[config.mk]
export PLATFORM = sky130hd
export DESIGN_NAME = mul_seq_ctrl
export DESIGN_NICKNAME = d
export VERILOG_FILES = /design/src/rtl/mul_seq_ctrl.sv
export SDC_FILE = /design/constraint.sdc
export NUM_CORES = 1
export LEC_CHECK = 0
export CORE_UTILIZATION = 44
export DETAILED_ROUTE_END_ITERATION = 12
export PLACE_DENSITY = 0.79
export SLEW_MARGIN = 30
export SYNTH_ARGS = -nofsm -noshare
export SYNTH_HDL_FRONTEND = slang
export SYNTH_SLANG_ARGS = --single-unit
[constraint.sdc]
create_clock -name clk -period 2.7 [get_ports clk]
set_input_delay 0.54 -clock clk [delete_from_list [all_inputs] [get_ports clk]]
set_output_delay 0.54 -clock clk [all_outputs]
set_load 0.02 [all_outputs]
[src/rtl/mul_seq_ctrl.sv]
// Sequencer for a bit-serial OP_W x OP_W multiplier: loads operand words, clears, steps, reports done.
// Optional MUL_SEQ_EARLY_EXIT_EN: finish RUN early once the remaining multiplier bits are all zero.
module mul_seq_ctrl #(
    parameter  int OP_W   = 1024,
    parameter  int WORD_W = 32,
    localparam int NW     = OP_W / WORD_W,
    localparam int PW     = (NW > 1) ? $clog2(NW) : 1,
    localparam int CW     = $clog2(OP_W) + 1
) (
    input  logic              clk,
    input  logic              resetn,
    input  logic              wr_valid,
    input  logic              wr_sel,
    input  logic [WORD_W-1:0] wr_data,
    input  logic              start,
    input  logic              abort,
    input  logic              mul_rem_zero,
    output logic              op_we,
    output logic              op_sel,
    output logic [PW-1:0]     op_widx,
    output logic [WORD_W-1:0] op_wdata,
    output logic              mul_clr,
    output logic              mul_step,
    output logic              busy,
    output logic              done,
    output logic              wr_drop,
    output logic [CW-1:0]     step_cnt,
    output logic [PW-1:0]     ptr0,
    output logic [PW-1:0]     ptr1
);

    typedef enum logic [1:0] {IDLE, CLEAR, RUN, DONE} state_t;

    state_t state, state_nxt;
    logic   idle_like, start_acc, wr_acc, early_exit, run_step, step_last;

    assign idle_like = (state == IDLE) || (state == DONE);
    // A simultaneous abort cancels a start; a start always beats a write.
    assign start_acc = idle_like && start && !abort;
    assign wr_acc    = idle_like && wr_valid && !start_acc;
    assign step_last = (step_cnt == CW'(OP_W - 1));

`ifdef MUL_SEQ_EARLY_EXIT_EN
    assign early_exit = (state == RUN) && mul_rem_zero && (step_cnt != '0);
`else
    logic unused_rem_zero;
    assign unused_rem_zero = mul_rem_zero;
    assign early_exit      = 1'b0;
`endif

    assign run_step = (state == RUN) && !abort && !early_exit;

    always_ff @(posedge clk) begin
        if (!resetn) state <= IDLE;
        else         state <= state_nxt;
    end

    always_comb begin
        state_nxt = state;
        case (state)
            IDLE:  if (start_acc) state_nxt = CLEAR;
            CLEAR: state_nxt = abort ? IDLE : RUN;
            RUN: begin
                if (abort)                       state_nxt = IDLE;
                else if (early_exit || step_last) state_nxt = DONE;
            end
            DONE: begin
                if (start_acc)   state_nxt = CLEAR;
                else if (wr_acc) state_nxt = IDLE;
            end
            default: state_nxt = IDLE;
        endcase
    end

    // Gated by resetn so an in-flight RUN stops stepping the moment reset asserts.
    always_comb begin
        mul_clr  = resetn && (state == CLEAR);
        mul_step = resetn && run_step;
        busy     = resetn && ((state == CLEAR) || (state == RUN));
        done     = resetn && (state == DONE);
    end

    function automatic logic [PW-1:0] ptr_inc(input logic [PW-1:0] p);
        return (p == PW'(NW - 1)) ? '0 : p + 1'b1;
    endfunction

    always_ff @(posedge clk) begin
        if (!resetn) begin
            step_cnt <= '0;
            ptr0     <= '0;
            ptr1     <= '0;
            op_we    <= 1'b0;
            op_sel   <= 1'b0;
            op_widx  <= '0;
            op_wdata <= '0;
            wr_drop  <= 1'b0;
        end else begin
            if (start_acc)     step_cnt <= '0;
            else if (run_step) step_cnt <= step_cnt + 1'b1;

            op_we   <= wr_acc;
            wr_drop <= wr_valid && !wr_acc;
            if (wr_acc) begin
                op_sel   <= wr_sel;
                op_widx  <= wr_sel ? ptr1 : ptr0;
                op_wdata <= wr_data;
                if (wr_sel) ptr1 <= ptr_inc(ptr1);
                else        ptr0 <= ptr_inc(ptr0);
            end
        end
    end

endmodule

## After elaboration in Yosys (flattened, before gate mapping)

Cells that the tools add are included.

| word-level totals | value |
|---|---|
| logic and storage cells | 53 |
| flip-flop bits (word level) | 63 |
| bits of input ports | 39 |

| operators by class | value |
|---|---|
| reduce and logical (&&, ||, !) cells | 20 |
| muxes and demuxes | 10 |
| bitwise operators | 2 |
| equal/unequal tests | 9 |
| add/sub/neg operators | 3 |

Operators with widths:

| operator | number |
|---|---|
| 5-bit 2-to-1 mux | 3 |
| 2-bit 2-to-1 mux | 6 |
| 11-bit by 1-bit adder with 11-bit output, second input constant | 1 |
| 11-bit by 10-bit == test with 1-bit output, second input constant | 1 |
| 5-bit by 1-bit adder with 5-bit output, second input constant | 2 |
| 5-bit == test, second input constant | 2 |
| 1-bit logical AND | 10 |
| 2-bit case mux with 4 select lines | 1 |
| 3-bit inequality test, second input constant | 2 |
| 2-bit == test, second input constant | 2 |
| 2-bit AND reduction | 2 |
| 1-bit zero test | 3 |
| 3-bit AND reduction | 1 |
| 2-bit by 1-bit == test with 1-bit output, second input constant | 1 |
| 2-bit zero test | 1 |
| 1-bit logical OR | 2 |
| 2-bit inequality test, second input constant | 1 |
| 1-bit NOT | 2 |
| 2-bit OR reduction | 1 |

## Depth between registers and ports, before layout

| logic depth | value |
|---|---|
| depth after elaboration | 9 |
| gate-level depth with buffers | 7 |

## Worst setup path before layout

Ideal clock, no wire load.

| timing path | value |
|---|---|
| path type | flip-flop to flip-flop |
| start | register state[0] |
| end | register ptr0[3] |
| stages on the path, launching flop included | 8 |
| arrival | 1.957 ns |
| clock period less this slack | 2.027 ns |
| slack | 0.673 ns |
| data required time | 2.630 ns |
| path buffers | 1 |
| cell sequence | dfxtp_1 > inv_1 > ha_1 > nand2b_4 > or3_1 > buf_2 > or4_1 > a21boi_1 |

| on the way | value |
|---|---|
| longest elaborated chain between the ends | 7 |
| elaborated cells between the ends (all ways) | 9 |
| classes of those cells | eq/ne (1); reduce/logical (8) |

RTL lines:

| what | line | text |
|---|---|---|
| from (decl) | 34 | `state_t state, state_nxt;` |
| from (signal assigned) | 55 | `else state <= state_nxt;` |
| 2-bit == test or 2-bit zero test (tied branches) | 37 | `assign idle_like = (state == IDLE) \|\| (state == DONE);` |
| 1-bit logical OR (*) | 37 |  |
| 1-bit logical AND (2 in series) | 39 | `assign start_acc = idle_like && start && !abort;` |
| 1-bit zero test | 40 | `assign wr_acc = idle_like && wr_valid && !start_acc;` |
| 1-bit logical AND (*) | 40 |  |
| 2-bit AND reduction (no source line) (*) | - |  |
| to (signal assigned) | 108 | `else ptr0 <= ptr_inc(ptr0);` |
| to (decl) | 28 | `output logic [PW-1:0] ptr0,` |

Mark *: on every way between the ends. The rest lies on a longest branch, timed or not.
A chain may end at the register's enable or synchronous reset.

## Final worst setup path

| timing path | value |
|---|---|
| start | input abort |
| end | output mul_step |

| on the way | value |
|---|---|
| longest elaborated chain between the ends | 3 |

RTL lines:

| what | line | text |
|---|---|---|
| from (decl) | 16 | `input logic abort,` |
| 1-bit zero test | 51 | `assign run_step = (state == RUN) && !abort && !early_exit;` |
| 1-bit logical AND | 51 |  |
| 1-bit logical AND | 78 | `mul_step = resetn && run_step;` |
| to (decl) | 23 | `output logic mul_step,` |

Every way passes these cells.

==> impl_metrics.ini <==
[placement]
dp_cells = 477
dp_hpwl_mm = 4.40
io_buffers = 102
place.gp.congestion = 0.745

[global_routing]
grt_antenna_before_repair = 0
grt_pass1_vias = 2257
grtUsageTotal_pct = 20.7
grt_max_degree = 35
grt_pass1_wl_mm = 10.2
overflow = 0

[clock_network]
post_cts.repair.setup_buffers = 0
cts.path.max_buffers = 2
clockRootBuffer = clkbuf_8
cts_buffers = 9
postCtsHoldBufs = 0
cts_resized = 0
clkLatencyLatePin_ns = 0.33
cts.clk_slew.worst_paths_ns = 0.06
cts_sinks = 63
htreeDepth = 3
cts_tree = built

[power_and_ir_drop]
p_switching_mw = 0.622
p_total_mw = 2.19
p_clk_share_pct = 31.4
p_comb_share_pct = 21.8
p_leak_nw = 1.54
pwr-share-seq_pct = 46.8
sw_frac_of_total_pct = 28.4
p_per_area_mw_per_mm2 = 547
p_int_mw = 1.56
vdd_drop_max_uv = 337

[logic_synthesis]
yosys-top-cells-count = nand2_1 (79), dfxtp_1 (63), a21boi_0 (38)
ys_ff_latch = 63
syn-cell-area_mm2 = 0.00272
synth-edff-count = 0
syn_inst = 310
ys_types = 36
yosys.area.top_type = dfxtp_1
postSynthAreaPerCell_um2 = 8.78
synth.most_common_cell = nand2_1
ys_seq_area_share_pct = 46.3
ys_warn_count = 0
synth_area_leaders = dfxtp_1 (46%), nand2_1 (11%), a21boi_0 (10%)
synth_fp_nets = 359
synth_top_area_share_pct = 46.3
synth_flop_cell = dfxtp_1
synthArstFlopShare_pct = 0

[timing]
worstMarginPinSlew_ns = 0.479
fin_crit_sh_pct = 92.5
finalHoldViolCount = 0
rsz0062_at_grt = false
slew_violations = 0
relSlewSlack_pct = 68.0
finClkSkew_ns = 0.00692
setup_viol = 0
fmax_ghz = 0.401
period_needed_ns = 2.50
tns_ns = 0

[critical_path]
cp_cell_sequence = clkdlybuf4s50_1, nor2b_1, and2_1, clkdlybuf4s50_1
r2r_start = state[0]
start_kind = input pin
critical_path_class = in -> out
crit_family = buffers and inverters
cp_num_cells = 4
required_ns = 2.16
cpMostUsedCell = clkdlybuf4s50_1
crit_buf_inv = 2
end_kind = output port
crit_path_start = abort
max_stage_delay_ns = 0.59
cp_max_fo = 6
arrival_ns = 1.96
cpMaxStageDelayCell = clkdlybuf4s50_1
r2r.worst_path.cells = 6

[route]
final_antenna_net_count = 0
post_drt_wl_per_cell_um = 13.0
vias = 2517
routed_via_density = 5.12
drt_first_pass_iters = 4
drc = 0
drtIter0Drc = 111
wl_mm = 6.37

[cells_and_area]
antenna_cells = 0
syn_to_final_growth_pct = 46.9
fin_nets = 462
final_util_pct = 67.1
layout.cells.non_filler = 492
drive_gt1_share_pct = 6.24
register_area_mm2 = 0.00126
fillers = 502
multiInputGateArea_mm2 = 0.00137

[worst_hold_path]
min_from = op_wdata[20]
hold_depth = 2
worst_hold_path_type = reg -> reg

[outcome]
outcome = finished, final reports clean

[die]
die_w_um = 80.6
io-pin-count = 104
die_area_mm2 = 0.00650
die_y_um = 80.6
core_mm2 = 0.00596
start_util_pct = 45.7
rows = 28

[run]
drv_cap = 0
## worst reg2reg max path: stages, from the launching register on
cell and delay [ns]:
dfxtp_1 0.37, inv_1 0.10, ha_1 0.38, nand2b_4 0.19, or3_1 0.43, or4b_1 0.50
a21boi_1 0.15
## power by group through the flow
| stage | combinational [mW] | sequential [mW] | clock, mW |
|---|---|---|---|
| CTS | 0.480 | 1.02 | 0.707 |
| global placement | 0.469 | 1.04 | 0 |
| detailed placement | 0.477 | 1.04 | 0 |
| global route | 0.521 | 1.03 | 0.739 |
| floorplan | 0.181 | 1.11 | 0 |
| finish | 0.476 | 1.02 | 0.687 |
## metal layers
metal | up-vias | GRT usage [%] | wire (um)
li1 | 1248 | - | -
met1 | 1174 | 24.3 | 2860
met2 | 85 | 31.6 | 2820
met3 | 10 | 10.5 | 589
met4 | 0 | 8.57 | 99
met5 | - | 0 | 0
## through the flow
stage	setup slack, ns	hold slack (ns)	instance area (um2)
2_1_floorplan	0.673	0.468	2720
3_3_place_gp	0.211	0.448	3840
3_5_place_dp	0.213	0.456	3840
4_1_cts	0.209	0.463	4000
5_1_grt	0.103	0.481	4000
6_report	0.204	0.460	4000
## cells by family (layout without fill, tap and decap cells)
logic type	after synthesis	count (layout)	synth area share [%]
xor gates and xnor gates	9	9	2.90
DFF	63	63	46.3
adders and majority gates	10	10	4.60
buffers and inverters	23	130	3.49
muxes	9	9	3.31
AOI/OAI and AO/OA	62	62	16.9
and+or+nand+nor	134	134	22.5
## final cells by class
cell class / instances / area share [%]
multi-input cells: 224 / 34.3
inverters: 6 / 0.563
clock buffers: 10 / 3.44
flip-flops and latches: 63 / 31.5
well taps: 75 / 2.35
repair buffers: 109 / 27.2
clock inverters: 5 / 0.626
## final timing paths
| check | to | slack, ns |
|---|---|---|
| worst max-delay path | mul_step | 0.20 |
| worst min-delay path | op_wdata[20] | 0.46 |
| worst max register to register | ptr0[2] | 0.52 |
| worst min register to register | op_wdata[20] | 0.46 |
## cells in the final DEF, fill, tap and decap left out, drive strengths merged, types with 4 or more instances in the layout
master / instances
nor3: 4
o21ai: 6
o211a: 6
nor2b: 5
clkinv: 5
ha: 10
xnor2: 6
buf: 7
and2: 4
nand4: 4
nand2: 79
or3: 4
nand3: 7
inv: 6
nor2: 16
clkbuf: 10
a21boi: 41
mux2i: 9
clkdlybuf4s50: 102
dfxtp: 63
## registers in the layout (all words and copies together) (netlist names), 2 cells and up
name,cells
op_widx,5
op_wdata,32
state,2
ptr1,5
ptr0,5
step_cnt,11
Note: power is estimated with default switching activity, not from simulation.
